===== config.mk =====
export PLATFORM = sky130hd
export DESIGN_NAME = config_loader_flat
export DESIGN_NICKNAME = d
export VERILOG_FILES = /design/src/rtl/cfg_pkg.sv /design/src/rtl/config_loader_if.sv /design/src/rtl/cfg_onehot_decode.sv /design/src/rtl/config_loader.sv /design/src/flat_wrapper.sv
export SDC_FILE = /design/constraint.sdc
export NUM_CORES = 1
export LEC_CHECK = 0
export ABC_AREA = 1
export CAP_MARGIN = 20
export CORE_ASPECT_RATIO = 1.1
export CORE_MARGIN = 1
export CORE_UTILIZATION = 40
export CTS_BUF_LIST = sky130_fd_sc_hd__clkbuf_8
export CTS_CLUSTER_DIAMETER = 40
export DETAILED_ROUTE_END_ITERATION = 8
export SKIP_CTS_REPAIR_TIMING = 1
export SYNTH_ARGS = -nofsm -noshare
export SYNTH_HDL_FRONTEND = slang
export SYNTH_SLANG_ARGS = --single-unit

===== constraint.sdc =====
create_clock -name clk -period 1.58 [get_ports clk]
set_input_delay 0.237 -clock clk [delete_from_list [all_inputs] [get_ports clk]]
set_output_delay 0.237 -clock clk [all_outputs]
set_load 0.01 [all_outputs]

===== src/rtl/cfg_pkg.sv =====
// Shared types and constants for the serial configuration loader.
// CONFIG_LOADER_PARITY_EN adds one trailing even-parity bit to every frame.
package cfg_pkg;

  typedef enum logic [2:0] {IDLE, ADDR, DATA, PARITY, COMMIT} state_e;

  localparam int ADDR_W_DEF = 8;
  localparam int DATA_W_DEF = 32;
  localparam int FCNT_W     = 16;

`ifdef CONFIG_LOADER_PARITY_EN
  localparam int PAR_BITS = 1;
`else
  localparam int PAR_BITS = 0;
`endif

  localparam int FRAME_LEN = ADDR_W_DEF + DATA_W_DEF + PAR_BITS;

endpackage


===== src/rtl/config_loader_if.sv =====
// Bit-serial configuration stream handshake between the stream source and the loader.
// Used the same way whether or not CONFIG_LOADER_PARITY_EN is defined.
interface config_loader_if;
  logic cfg_start;
  logic cfg_valid;
  logic cfg_bit;
  logic cfg_ready;

  modport master (output cfg_start, cfg_valid, cfg_bit, input cfg_ready);
  modport slave  (input cfg_start, cfg_valid, cfg_bit, output cfg_ready);
endinterface


===== src/rtl/cfg_onehot_decode.sv =====
// Frame address to per-tile one-hot strobe, with an out-of-range flag.
// Independent of CONFIG_LOADER_PARITY_EN.
module cfg_onehot_decode #(
  parameter int NUM_TILES = 16,
  parameter int ADDR_W    = 8
) (
  input  logic [ADDR_W-1:0]    addr_i,
  output logic [NUM_TILES-1:0] onehot_o,
  output logic                 out_of_range_o
);

  for (genvar i = 0; i < NUM_TILES; i++) begin : g_dec
    assign onehot_o[i] = (addr_i == ADDR_W'(i));
  end

  assign out_of_range_o = (32'(addr_i) >= 32'(NUM_TILES));

endmodule


===== src/rtl/config_loader.sv =====
// Serial-to-parallel config loader: assembles addr+data frames, strobes one tile.
// CONFIG_LOADER_PARITY_EN inserts a PARITY state checking even parity over the frame.
module config_loader
  import cfg_pkg::*;
#(
  parameter int NUM_TILES = 16,
  parameter int ADDR_W    = ADDR_W_DEF,
  parameter int DATA_W    = DATA_W_DEF
) (
  input  logic                 clk,
  input  logic                 reset_n,
  config_loader_if.slave       cfg,
  output logic [DATA_W-1:0]    config_data,
  output logic [NUM_TILES-1:0] config_en,
  output logic                 busy,
  output logic [FCNT_W-1:0]    frame_count,
  output logic                 err_addr,
  output logic                 err_parity
);

  localparam int MAX_W = (DATA_W > ADDR_W) ? DATA_W : ADDR_W;
  localparam int CNT_W = $clog2(MAX_W);
  // Without parity the final data bit is taken straight from cfg_bit, so the
  // shift register only needs to hold the first DATA_W-1 bits.
`ifdef CONFIG_LOADER_PARITY_EN
  localparam int SH_W = DATA_W;
`else
  localparam int SH_W = DATA_W - 1;
`endif

  state_e                 state_q;
  logic [CNT_W-1:0]       cnt_q;
  logic [ADDR_W-1:0]      addr_q;
  logic [SH_W-1:0]        data_q;
  logic [DATA_W-1:0]      cdata_q;
  logic [NUM_TILES-1:0]   en_q;
  logic [FCNT_W-1:0]      fcnt_q;
  logic                   err_addr_q;

  logic [NUM_TILES-1:0]   dec_onehot;
  logic                   dec_oor;
  logic                   shift_go;
  logic                   last_addr;
  logic                   last_data;
  logic                   commit_go;
  logic [DATA_W-1:0]      commit_word;

  cfg_onehot_decode #(.NUM_TILES(NUM_TILES), .ADDR_W(ADDR_W)) u_dec (
    .addr_i         (addr_q),
    .onehot_o       (dec_onehot),
    .out_of_range_o (dec_oor)
  );

  // A start pulse always wins over a data bit in the same cycle.
  assign shift_go  = cfg.cfg_valid && !cfg.cfg_start;
  assign last_addr = (cnt_q == CNT_W'(ADDR_W - 1));
  assign last_data = (cnt_q == CNT_W'(DATA_W - 1));

`ifdef CONFIG_LOADER_PARITY_EN
  logic err_par_q;
  logic par_bad;
  assign par_bad     = ^{addr_q, data_q, cfg.cfg_bit};
  assign commit_go   = (state_q == PARITY) && shift_go && !par_bad;
  assign commit_word = data_q;
  assign err_parity  = err_par_q;
`else
  assign commit_go   = (state_q == DATA) && shift_go && last_data;
  assign commit_word = {data_q, cfg.cfg_bit};
  assign err_parity  = 1'b0;
`endif

  always_ff @(posedge clk or negedge reset_n) begin
    if (!reset_n) begin
      state_q    <= IDLE;
      cnt_q      <= '0;
      addr_q     <= '0;
      data_q     <= '0;
      cdata_q    <= '0;
      en_q       <= '0;
      fcnt_q     <= '0;
      err_addr_q <= 1'b0;
`ifdef CONFIG_LOADER_PARITY_EN
      err_par_q  <= 1'b0;
`endif
    end else begin
      en_q <= '0;
      unique case (state_q)
        IDLE: if (cfg.cfg_start) begin
          state_q <= ADDR;
          cnt_q   <= '0;
        end
        COMMIT: state_q <= IDLE;
        default: begin
          if (cfg.cfg_start) begin
            state_q <= ADDR;
            cnt_q   <= '0;
          end else if (cfg.cfg_valid) begin
            case (state_q)
              ADDR: begin
                addr_q <= {addr_q[ADDR_W-2:0], cfg.cfg_bit};
                if (last_addr) begin
                  state_q <= DATA;
                  cnt_q   <= '0;
                end else cnt_q <= cnt_q + CNT_W'(1);
              end
              DATA: begin
                data_q <= {data_q[SH_W-2:0], cfg.cfg_bit};
                if (last_data) begin
                  cnt_q <= '0;
`ifdef CONFIG_LOADER_PARITY_EN
                  state_q <= PARITY;
`else
                  state_q <= COMMIT;
`endif
                end else cnt_q <= cnt_q + CNT_W'(1);
              end
              PARITY: begin
`ifdef CONFIG_LOADER_PARITY_EN
                if (par_bad) begin
                  err_par_q <= 1'b1;
                  state_q   <= IDLE;
                end else state_q <= COMMIT;
`else
                state_q <= IDLE;
`endif
              end
              default: ;
            endcase
          end
        end
      endcase

      if (commit_go) begin
        if (dec_oor) err_addr_q <= 1'b1;
        else begin
          cdata_q <= commit_word;
          en_q    <= dec_onehot;
          if (fcnt_q != '1) fcnt_q <= fcnt_q + FCNT_W'(1);
        end
      end
    end
  end

  assign config_data   = cdata_q;
  assign config_en     = en_q;
  assign frame_count   = fcnt_q;
  assign err_addr      = err_addr_q;
  assign busy          = (state_q != IDLE);
  assign cfg.cfg_ready = (state_q != COMMIT);

endmodule


===== src/flat_wrapper.sv =====
// flat-port wrapper written by rule: the top's interface ports become plain ports
module config_loader_flat import cfg_pkg::*;
#(
  parameter int NUM_TILES = 16,
  parameter int ADDR_W    = ADDR_W_DEF,
  parameter int DATA_W    = DATA_W_DEF
)
  (clk, reset_n, config_data, config_en, busy, frame_count, err_addr, err_parity, cfg_cfg_start, cfg_cfg_valid, cfg_cfg_bit, cfg_cfg_ready);
  config_loader_if cfg_i ();
  input  logic clk;
  input  logic reset_n;
  output logic [DATA_W-1:0] config_data;
  output logic [NUM_TILES-1:0] config_en;
  output logic busy;
  output logic [FCNT_W-1:0] frame_count;
  output logic err_addr;
  output logic err_parity;
  input wire logic [$bits(cfg_i.cfg_start)-1:0] cfg_cfg_start;
  input wire logic [$bits(cfg_i.cfg_valid)-1:0] cfg_cfg_valid;
  input wire logic [$bits(cfg_i.cfg_bit)-1:0] cfg_cfg_bit;
  output wire logic [$bits(cfg_i.cfg_ready)-1:0] cfg_cfg_ready;
  assign cfg_i.cfg_start = cfg_cfg_start;
  assign cfg_i.cfg_valid = cfg_cfg_valid;
  assign cfg_i.cfg_bit = cfg_cfg_bit;
  assign cfg_cfg_ready = cfg_i.cfg_ready;
  config_loader #(.NUM_TILES(NUM_TILES), .ADDR_W(ADDR_W), .DATA_W(DATA_W)) u_core (.clk(clk), .reset_n(reset_n), .cfg(cfg_i), .config_data(config_data), .config_en(config_en), .busy(busy), .frame_count(frame_count), .err_addr(err_addr), .err_parity(err_parity));
endmodule

# --- After elaboration in Yosys (flattened, before gate mapping) ---
# Index checks and enable logic that the tools add are counted.
totals:
  elab_cells: 76
  out_inout_bits: 68
  reg_bits: 112
  inputBits: 5
op_classes:
  addsub: 2
  n_mux: 16
  bitwise: 4
  reduce_logical: 19
  order_cmp: 1
  n_eq_ne: 26
op_table:
  columns: ["operator", "n"]
  rows:
  - ["$eq A8 B4 Y1 const B", 8]
  - ["$eq A8 B3 Y1 const B", 4]
  - ["$mux W16", 2]
  - ["$mux W5", 5]
  - ["$pmux W5 S2", 2]
  - ["$add A16 B1 Y16 const B", 1]
  - ["$eq A8 B2 Y1 const B", 2]
  - ["$ne A16 B16 Y1 const B", 1]
  - ["$mux W3", 5]
  - ["$reduce_and A4 Y1", 3]
  - ["$pmux W3 S3", 1]
  - ["$reduce_bool A3 Y1", 3]
  - ["$eq A8 B1 Y1 const B", 1]
  - ["$ge A8 B5 Y1 const B", 1]
  - ["$logic_not A8 Y1", 1]
  - ["$eq A3 B2 Y1 const B", 2]
  - ["$pmux W3 S2", 1]
  - ["$add A5 B1 Y5 const B", 1]
  - ["$eq A5 B3 Y1 const B", 1]
  - ["$eq A5 B5 Y1 const B", 1]
  - ["$reduce_and A5 Y1", 1]
  - ["$reduce_bool A5 Y1", 1]
  - ["$ne A4 B2 Y1 const B", 1]
  - ["$ne A4 B3 Y1 const B", 1]
  - ["12 further kinds", 18]

# --- Longest topological paths before layout ---
# Gate-level depths: netlist of run 1.
logic_depth:
  word_depth: 6
  ltp_mapped: 11
  depth_no_buf: 11

# --- Cells and area by module ---
# Synthesis of run 1 repeated with hierarchy kept, for this count alone.
hier_totals:
  hier_cells: 614
  area_unflattened_um2: 5175.0
by_module_without_submodules:
  columns: ["module", "n_inst", "cells_per_inst", "area_per_inst_um2", "seq_area_each_um2"]
  rows:
  - ["config_loader", 1, 564, 4928.5, 2802.7]
  - ["cfg_onehot_decode", 1, 50, 246.5, 0.0]

# --- Worst setup path before layout of run 1 ---
# OpenSTA, ideal clock, no wires.
synth_timing:
  path_type: "register -> register"
  start: "reg u_core.cnt_q[0]"
  end: "reg u_core.cdata_q[13], in the netlist u_core.config_data[13]"
  path_stages_with_launch: 11
  arrival_time_ns: 1.525
  path_buffers: 1
  setup_time_ns: 0.121
  slack_ns: -0.065
  path_cell_list: "dfrtp_1 > ha_1 > nand2_1 > nor2_1 > ha_1 > nand3_4 > nor2_4 > inv_2 > buf_2 > nand2_1 > o21ai_1"
synth_via:
  elab_chain_len: 3
synth_lines:
  columns: ["item", "line", "source"]
  rows:
  - ["start: declaration", "config_loader.sv:32", "logic [CNT_W-1:0] cnt_q;"]
  - ["start signal: assignment", "config_loader.sv:104", "end else cnt_q <= cnt_q + CNT_W'(1);"]
  - ["start signal: assignment", "config_loader.sv:115", "end else cnt_q <= cnt_q + CNT_W'(1);"]
  - ["$eq A5 B5 Y1", "config_loader.sv:57", "assign last_data = (cnt_q == CNT_W'(DATA_W - 1));"]
  - ["$logic_and A1 B1 Y1", "config_loader.sv:67", "assign commit_go = (state_q == DATA) && shift_go && last_data;"]
  - ["$reduce_and A2 Y1 (no source line)", null, null]
  - ["end signal: assignment", "config_loader.sv:136", "cdata_q <= commit_word;"]
  - ["end: declaration", "config_loader.sv:35", "logic [DATA_W-1:0] cdata_q;"]
# No other way between the ends.
# A chain may end at the register's enable or synchronous reset.

# --- Worst setup path in the final report of run 1 ---
layout_timing:
  start: "reg u_core.cnt_q[1]"
  end: "reg u_core.cdata_q[2], in the netlist u_core.config_data[2]"
# The elaborated chain is that of the path after synthesis.

==> impl_results.md, run 1 <==
- Synth Area in Compound Gates: 0.0922
- Switch Pwr: between 2000 and 2500 uW
- Worst VDD drop: 0.568 mV
- Core area: 11700 um^2
- Vias per cell: about 4.7
- Clock skew: 19.5 ps
- Num CTS Buffers: 9
- Crit start category: register
- Initial Utilization: 0.418
- Seq/Total Area, Yosys: 0.574
- Static Leak: 0.00349 uW
- Buffers added on ports: 71
- Syn avg cell area: 8.78 um^2
- Seq pwr share: 0.495
- Number of H-tree levels: 3
- Synth Instances: 556
- Part of the cycle the worst path needs: 1.04
- DRT Wirelength: 10400 um
- Final antenna-violating net count: 0
- Fmax: 0.610 GHz
- Synth warn: 0
- DRC viols: 0
- Drt pass-1 iters: 4
- IO Count: 73
- Worst-path fanout max: 14
- Mapped cell area: 4880 um^2
- Crit path kind: reg2reg
- Most frequent cells in the layout: nand2_1 (181), dfrtp_1 (101), inv_1 (58)
- Largest net degree at the start of global routing: 63
- Worst EP required: ~1900 ps
- GRT Util Overall: 0.168
- First-pass GRT wire length: ~17000 um
- Sw Share: 0.332
- Vias in the first global route: 3673
- Worst-path clk slew: 130 ps
- Clk_lat worst skew: 390 ps
- Global route overflow: 0
- RSZ-0062 raised after global routing: true
- Initial DRC count: 176
- Xor and xnor fraction of the mapped netlist area: 0.0143
- Pwr/cell area: 983 nW/um^2
- Worst R2R Setup Slack: -60 ps
- Run status: finished, violations left
- TritonCTS clock tree: yes
- Syn-to-layout area delta: 36.0%
- Synth Register Bits: 112
- Simple-Gate Fraction of Synth Area: 0.239
- Main combinational cell family by area after synthesis: simple AND/OR/NAND/NOR gates
- Commonest non-fill, non-tap cell in the layout: nand2_1
- Placed insts: 789
- Hold_ws: 351 ps
- Power share of the clock group: 0.285
- Synth cell types: 28
- Power Internal: 4360 uW
- Violated checks: setup timing
- Clock Sinks: about 110
- CP arrival: 1940 ps
- CTS root buffer: clkbuf_8
- Non-Filler Instances: slightly above 800
- CP Capture Type: register
- Initial antenna violation count: 0
- Max-cap violation count: 0
- Average routed wire per standard cell: 12.5 um
- Diodes inserted: 0
- Post-route minimum period: 1640 ps
- Via count: between 3000 and 4000
- Final worst setup slack: -60.4 ps
- Final setup vio count: 45
- Slew Viols, Final: 0
- Core Util, Final: 0.568
- Die ar.: about 13000 um^2
- Final Net Count: slightly below 700
- Die width: between 100 and 150 um
- Comb pwr share: 0.220
- Share of post-route cells with drive strength above 1: 0.211
- Post-Synth Adder-Cell Area: 0.00769
- GP Congestion: between 0.8 and 0.9
- Fin. Hold Viols: 0
- Clk buf depth: 2
- Row count: 41
- Die Y: 118 um
- Syn Nets: 564
- Hold Crit Class: in2async
- Post-synthesis mux area share: 0
- DP Wirelength: 6910 um
final timing paths:
kind,start,end,cells after the start
setup / recovery,u_core.cnt_q[1],u_core.config_data[2],10
hold / removal,reset_n,u_core.config_en[11],2
setup reg to reg,u_core.cnt_q[1],u_core.config_data[2],10
hold reg to reg,u_core.data_q[30],u_core.config_data[31],2
max in group asynchronous,reset_n,u_core.config_data[23],3
min in group clk,u_core.data_q[30],u_core.config_data[31],2
synth_stat cells (all sizes together):
library cell / instances / share of area
nand2: 188 / 0.15
dfrtp: 112 / 0.57
o21ai: 74 / 0.090
inv: 62 / 0.048
nor2: 51 / 0.046
nand3: 29 / 0.032
buf: 12 / 0.022
nand4: 8 / 0.010
clkbuf: 4 / 0.0031
xnor2: 4 / 0.0072
xor2: 4 / 0.0072
ha: 3 / 0.0077
nor3: 2 / 0.0031
a21o: 1 / 0.0015
a21oi: 1 / 0.0010
conb: 1 / 0.00077
power by group through the flow:
| stage | Sequential [uW] | Clock, uW | Combinational (uW) |
|---|---|---|---|
| finish | 3230 | 1860 | 1440 |
| global route | 3260 | 2020 | 1640 |
| CTS | 3210 | 1910 | 1220 |
| detailed placement | 3260 | 0 | 1220 |
| global placement | 3250 | 0 | 1200 |
| floorplan | 3230 | 0 | 760 |
sequential cells by signal, summed over array words and instances, names as in the netlist:
name                flops
u_core.err_addr         1
u_core.cnt_q            5
u_core.frame_count     16
u_core.state_q          3
u_core.addr_q           8
u_core.config_en       16
u_core.config_data     32
u_core.data_q          31
metrics by stage:
step                      power [uW]  setup slack (ps)  setup TNS, ps  cell area [um^2]
final                           6530             -60.4          -1470              6640
after global routing            6910              -172          -8160              6640
after CTS                       6340              -373          -9290              6180
after detailed placement        4480              -207         -11610              5960
after global placement          4450              -177         -10280              5960
after floorplan                 3990             -41.9          -1250              4900
layout make-up:
cell class | count | area [um^2]
clock inverter | 7 | 100
sequential | 112 | 2820
inverter | 62 | 243
multi-input combinational | 367 | 1900
clock buffer | 9 | 124
fill | 1076 | 5050
tap | 150 | 188
timing repair buffer | 121 | 1270
worst max-delay path, stage by stage, from the launching register on:
cell,delay (ps)
dfrtp_1,370
ha_2,190
nand2_2,70
nor2_4,100
ha_4,160
nand3_4,90
nor2_4,180
inv_6,80
clkbuf_16,190
nand2_1,80
o21ai_2,50
routing by layer:
metal	vias up	track usage	wire, um
li1	1979	-	-
met1	1845	0.233	4810
met2	87	0.264	4930
met3	9	0.0299	494
met4	0	0.0616	148
met5	-	0	0
kinds of logic after synthesis:
kind of cell | Yosys count
simple gates | 278
compound gates | 76
buf+inv | 78
xor+xnor | 8
other cells | 1
flops | 112
fa+ha+maj | 3
No activity file was read; power rests on OpenSTA's default activity.
==> inputs of run 2 (changes only) <==
CORE_UTILIZATION = 51   (was 40)
PLACE_DENSITY = 0.79   (was default)
SKIP_LAST_GASP = 1   (was default)
==> impl_results.md, run 2 (synthesis gave the netlist of run 1 again) <==
- Run status: finished, violations left (unchanged)
- Violated checks: setup timing (unchanged)
- GP Congestion: 0.861 (was 0.845)
- CTS root buffer: clkbuf_8 (unchanged)
- Global route overflow: 0 (unchanged)
- Vias per cell: 5.01 (was 4.73)
- Static Leak: 0.00328 uW (was 0.00349 uW)
- Pre-CTS WS: -144 ps (was -207 ps)
- Max-cap violation count: 0 (unchanged)
- Clock Sinks: 112 (unchanged)
- Die width: 95.3 um (was 107 um)
- Most frequent cells in the layout: nand2_1 (183), dfrtp_1 (99), inv_1 (58) (was nand2_1 (181), dfrtp_1 (101), inv_1 (58))
- Initial antenna violation count: 0 (unchanged)
- Number of H-tree levels: 3 (unchanged)
- Core area: 9350 um^2 (was 11700 um^2)
- Syn-to-layout area delta: 32.2% (was 36.0%)
- Crit start category: register (unchanged)
- Drt pass-1 iters: 4 (unchanged)
- Fin. Hold Viols: 0 (unchanged)
- Clk_lat worst skew: 360 ps (was 390 ps)
- Die Y: 105 um (was 118 um)
- Num CTS Buffers: 9 (unchanged)
- CP arrival: 1920 ps (was 1940 ps)
- Reg-to-Reg Start: u_core.cnt_q[0] (was u_core.cnt_q[1])
- Share of post-route cells with drive strength above 1: 0.201 (was 0.211)
- Largest net degree at the start of global routing: 47 (was 63)
- Pwr Total: 6140 uW (was 6530 uW)
- Max reg flops: 32 (unchanged)
- Vias in the first global route: 3816 (was 3673)
- CP bufs+invs: 2 (unchanged)
- Most frequent CP cell: nor2_4 (unchanged)
- Average routed wire per standard cell: 13.4 um (was 12.5 um)
- Diodes inserted: 0 (unchanged)
- Via count: 3926 (was 3920)
- Final antenna-violating net count: 0 (unchanged)
- Worst VDD drop: 0.566 mV (was 0.568 mV)
- Die ar.: 9970 um^2 (was 12700 um^2)
- FILL cells: 721 (was 1076)
- DP Wirelength: 7040 um (was 6910 um)
- Max incr delay on CP: 370 ps (about the same)
- Post-route minimum period: 1680 ps (was 1640 ps)
- DRT Wirelength: 10500 um (was 10400 um)
- Crit path kind: reg2reg (unchanged)
- Clk buf depth: 2 (unchanged)
- Hold Crit Class: in2async (unchanged)
- Worst-path fanout max: 13 (was 14)
- TritonCTS clock tree: yes (unchanged)
- Pwr/cell area: 952 nW/um^2 (was 983 nW/um^2)
- Row count: 37 (was 41)
- Slew Viols, Final: 0 (unchanged)
- CP Capture Type: register (unchanged)
- Commonest non-fill, non-tap cell in the layout: nand2_1 (unchanged)
- CP max stage cell: dfrtp_1 (unchanged)
- Initial DRC count: 207 (was 176)
- IO Count: 73 (unchanged)
- Crit. Startpoint: u_core.cnt_q[0] (was u_core.cnt_q[1])
- Crit-path cells: ha_2 > nand2_2 > nor2_4 > ha_4 > nand3_4 > nor2_4 > inv_6 > buf_12 > nand2_1 > o21ai_1 (was ha_2 > nand2_2 > nor2_4 > ha_4 > nand3_4 > nor2_4 > inv_6 > clkbuf_16 > nand2_1 > o21ai_2)
- Clock skew: 13.3 ps (was 19.5 ps)
- Worst-path clk slew: 100 ps (was 130 ps)
- Worst EP required: 1820 ps (was 1880 ps)
- GRT Util Overall: 0.212 (was 0.168)
- Final setup vio count: 63 (was 45)
- First-pass GRT wire length: 16800 um (was 17200 um)
- RSZ-0062 raised after global routing: true (unchanged)
- Top Family by Delay on Critical Path: simple AND/OR/NAND/NOR gates (unchanged)
- Final setup TNS: -3030 ps (was -1470 ps)
- Final Net Count: 671 (was 681)
- Buffers added on ports: 71 (unchanged)
- Initial Utilization: 0.522 (was 0.418)
- Part of the cycle the worst path needs: 1.06 (was 1.04)
- DRC viols: 0 (unchanged)
- Final worst setup slack: -102 ps (was -60.4 ps)
- Fmax: 0.595 GHz (was 0.610 GHz)
run 2: changes by cell type in the layout (fill, tap and decap cells not counted), sizes merged, moves of 2 or more:
cell           change
buf                -9
clkbuf             +3
inv                -2
clkdlybuf4s50      +8
dlymetal6s2s       -8
run 2: stage by stage:
stage / utilization / hold WS [ps] / cell area (um^2) / instances
floorplan: - / -58.6 / 4900 / 556
global placement: 0.632 / 201 / 5910 / 756
detailed placement: 0.632 / 213 / 5910 / 756
CTS: 0.652 / -190 / 6100 / 771
global route: 0.690 / 367 / 6450 / 784
finish: 0.690 / 357 / 6450 / 784
run 2: layer usage:
| layer | up-vias | wire length [um] | global-route usage | share of wire |
|---|---|---|---|---|
| met1 | 1867 | 4360 | 0.276 | 0.42 |
| met5 | - | 0 | 0 | 0 |
| met3 | 11 | 619 | 0.0560 | 0.059 |
| met4 | 0 | 87 | 0.0465 | 0.0083 |
| met2 | 100 | 5400 | 0.351 | 0.52 |
| li1 | 1948 | - | - | - |
run 2: path summary, 6_finish.rpt:
kind                                           to  slack (ps)  depth (start not counted)
setup / recovery           u_core.config_data[20]        -100                         10
hold / removal               u_core.config_en[13]         360                          2
setup reg to reg           u_core.config_data[20]        -100                         10
hold reg to reg            u_core.config_data[29]         490                          2
max in group asynchronous   u_core.frame_count[8]         630                          3
min in group clk           u_core.config_data[29]         490                          2
run 2: power breakdown:
part           switching (uW)  internal, uW  total, uW  leakage (uW)
Clock                     878           691       1570     0.0000996
Combinational             881           457       1340       0.00164
Sequential                186          3050       3240       0.00153
Total                    1940          4200       6140       0.00328
run 2: area by class of cell:
| class | instances | area (um^2) | area share |
|---|---|---|---|
| repair buffers | 112 | 1180 | 0.182 |
| well taps | 117 | 146 | 0.0227 |
| clock inverters | 3 | 17.5 | 0.00271 |
| clock buffers | 12 | 165 | 0.0256 |
| flip-flops and latches | 112 | 2820 | 0.437 |
| multi-input cells | 366 | 1890 | 0.293 |
| inverters | 62 | 238 | 0.0368 |
==> inputs of run 3 (changes only) <==
CELL_PAD_IN_SITES_DETAIL_PLACEMENT = 1   (was default)
CELL_PAD_IN_SITES_GLOBAL_PLACEMENT = 1   (was default)
CORE_UTILIZATION = 38   (was 51)
PLACE_DENSITY = default   (was 0.79)
PLACE_DENSITY_LB_ADDON = 0.25   (was default)
==> impl_results.md, run 3 (synthesis gave the netlist of run 1 again) <==
- Static Leak: 0.00369 uW (was 0.00328 uW)
- TritonCTS clock tree: yes (unchanged)
- DRT Wirelength: 12400 um (was 10500 um)
- Clock Sinks: 112 (unchanged)
- Crit start category: register (unchanged)
- CP max stage cell: dfrtp_2 (was dfrtp_1)
- Hold Crit Class: in2async (unchanged)
- Non-Filler Instances: 842 (was 784)
- RSZ-0062 raised after global routing: true (unchanged)
- CP arrival: 2030 ps (was 1920 ps)
- Crit path kind: reg2reg (unchanged)
- GP Congestion: 0.834 (was 0.861)
- Post-route minimum period: 1700 ps (was 1680 ps)
- Die width: 110 um (was 95.3 um)
- IO Count: 73 (unchanged)
- Max reg flops: 32 (unchanged)
- Fmax: 0.587 GHz (was 0.595 GHz)
- FILL cells: 1450 (was 721)
- Final setup TNS: -5720 ps (was -3030 ps)
- Number of H-tree levels: 3 (unchanged)
- Share of post-route cells with drive strength above 1: 0.223 (was 0.201)
- Die Y: 121 um (was 105 um)
- Fin. Hold Viols: 0 (unchanged)
- Final worst setup slack: -125 ps (was -102 ps)
- Average routed wire per standard cell: 14.7 um (was 13.4 um)
- Run status: finished, violations left (unchanged)
- DP Wirelength: 8240 um (was 7040 um)
- Core area: 12600 um^2 (was 9350 um^2)
- Clk buf depth: 2 (unchanged)
- Pwr/cell area: 970 nW/um^2 (was 952 nW/um^2)
- Reg-to-Reg Start: u_core.state_q[0] (was u_core.cnt_q[0])
- Worst VDD drop: 0.551 mV (was 0.566 mV)
- Clock skew: 10.5 ps (was 13.3 ps)
- CP Capture Type: register (unchanged)
- Top Family by Delay on Critical Path: buffers and inverters (was simple AND/OR/NAND/NOR gates)
- Crit-path cells: buf_4 > buf_4 > nor2_4 > nand3_4 > buf_12 > nor3_4 > buf_6 > nand2_2 > nand2_2 (was ha_2 > nand2_2 > nor2_4 > ha_4 > nand3_4 > nor2_4 > inv_6 > buf_12 > nand2_1 > o21ai_1)
- Vias in the first global route: 4075 (was 3816)
- Num CTS Buffers: 9 (unchanged)
- Drt pass-1 iters: 4 (unchanged)
- Worst-path clk slew: 100 ps (about the same)
- Vias per cell: 4.79 (was 5.01)
- Max incr delay on CP: 450 ps (was 370 ps)
- Syn-to-layout area delta: 37.6% (was 32.2%)
- Global route overflow: 0 (unchanged)
- Initial Utilization: 0.388 (was 0.522)
- Initial DRC count: 154 (was 207)
- Pwr Total: 6520 uW (was 6140 uW)
- Commonest non-fill, non-tap cell in the layout: nand2_1 (unchanged)
- Worst-path fanout max: 7 (was 13)
- CTS root buffer: clkbuf_8 (unchanged)
- Crit. Startpoint: u_core.state_q[0] (was u_core.cnt_q[0])
- Row count: 43 (was 37)
- Final antenna-violating net count: 0 (unchanged)
- Placed insts: 805 (was 756)
- Buffers added on ports: 71 (unchanged)
- GRT Util Overall: 0.191 (was 0.212)
- Clk_lat worst skew: 390 ps (was 360 ps)
- Via count: 4032 (was 3926)
- Slew Viols, Final: 0 (unchanged)
- Diodes inserted: 0 (unchanged)
- Die ar.: 13300 um^2 (was 9970 um^2)
- CP bufs+invs: 4 (was 2)
- Final setup vio count: 73 (was 63)
- Largest net degree at the start of global routing: 63 (was 47)
- Final Net Count: 688 (was 671)
- First-pass GRT wire length: 19500 um (was 16800 um)
- Most frequent cells in the layout: nand2_1 (171), dfrtp_1 (106), inv_1 (59) (was nand2_1 (183), dfrtp_1 (99), inv_1 (58))
- Max-cap violation count: 0 (unchanged)
- Initial antenna violation count: 0 (unchanged)
- DRC viols: 0 (unchanged)
- Worst EP required: 1910 ps (was 1820 ps)
- Part of the cycle the worst path needs: 1.08 (was 1.06)
- Violated checks: setup timing (unchanged)
- Hold_ws: 312 ps (was 357 ps)
run 3: layout make-up:
cell class / count / area, um^2 / area share
Timing Repair Buffer: 128 / 1360 / 0.202
Tap cell: 157 / 196 / 0.0292
Clock inverter: 5 / 38.8 / 0.00577
Inverter: 62 / 235 / 0.0350
Sequential cell: 112 / 2810 / 0.418
Clock buffer: 11 / 151 / 0.0225
Multi-Input combinational cell: 367 / 1930 / 0.287
run 3: worst register-to-register path: cells and delay by family, from the launching register on:
family / cells / cell delay [ps]
buf+inv: 4 / 610
flops: 1 / 450
simple gates: 5 / 590
run 3: final timing paths:
path                                          end  slack [ps]  cells past startpoint
max reg2reg                 u_core.frame_count[1]        -120                      9
min in group clk                 u_core.data_q[0]         450                      3
max in group asynchronous   u_core.config_data[0]         700                      3
min reg2reg                       u_core.err_addr         480                      1
min                        u_core.frame_count[15]         310                      2
max                         u_core.frame_count[1]        -120                      9
run 3: layer usage:
layer / wire [um] / GRT usage
met5: 0 / 0
met2: 6100 / 0.294
met1: 5580 / 0.260
met3: 494 / 0.0397
met4: 204 / 0.0792
run 3: power by group:
group          total (uW)  switching, uW  internal, uW
Clock                1690           1010           673
Sequential           3230            178          3050
Combinational        1600           1020           583
Total                6520           2210          4310
run 3: metrics by stage:
step | instance area, um^2 | util | setup slack, ps
global placement | 6030 | 0.479 | -128
floorplan | 4900 | - | -41.9
detailed placement | 6030 | 0.479 | -215
finish | 6720 | 0.534 | -125
CTS | 6220 | 0.494 | -423
global route | 6720 | 0.534 | -217
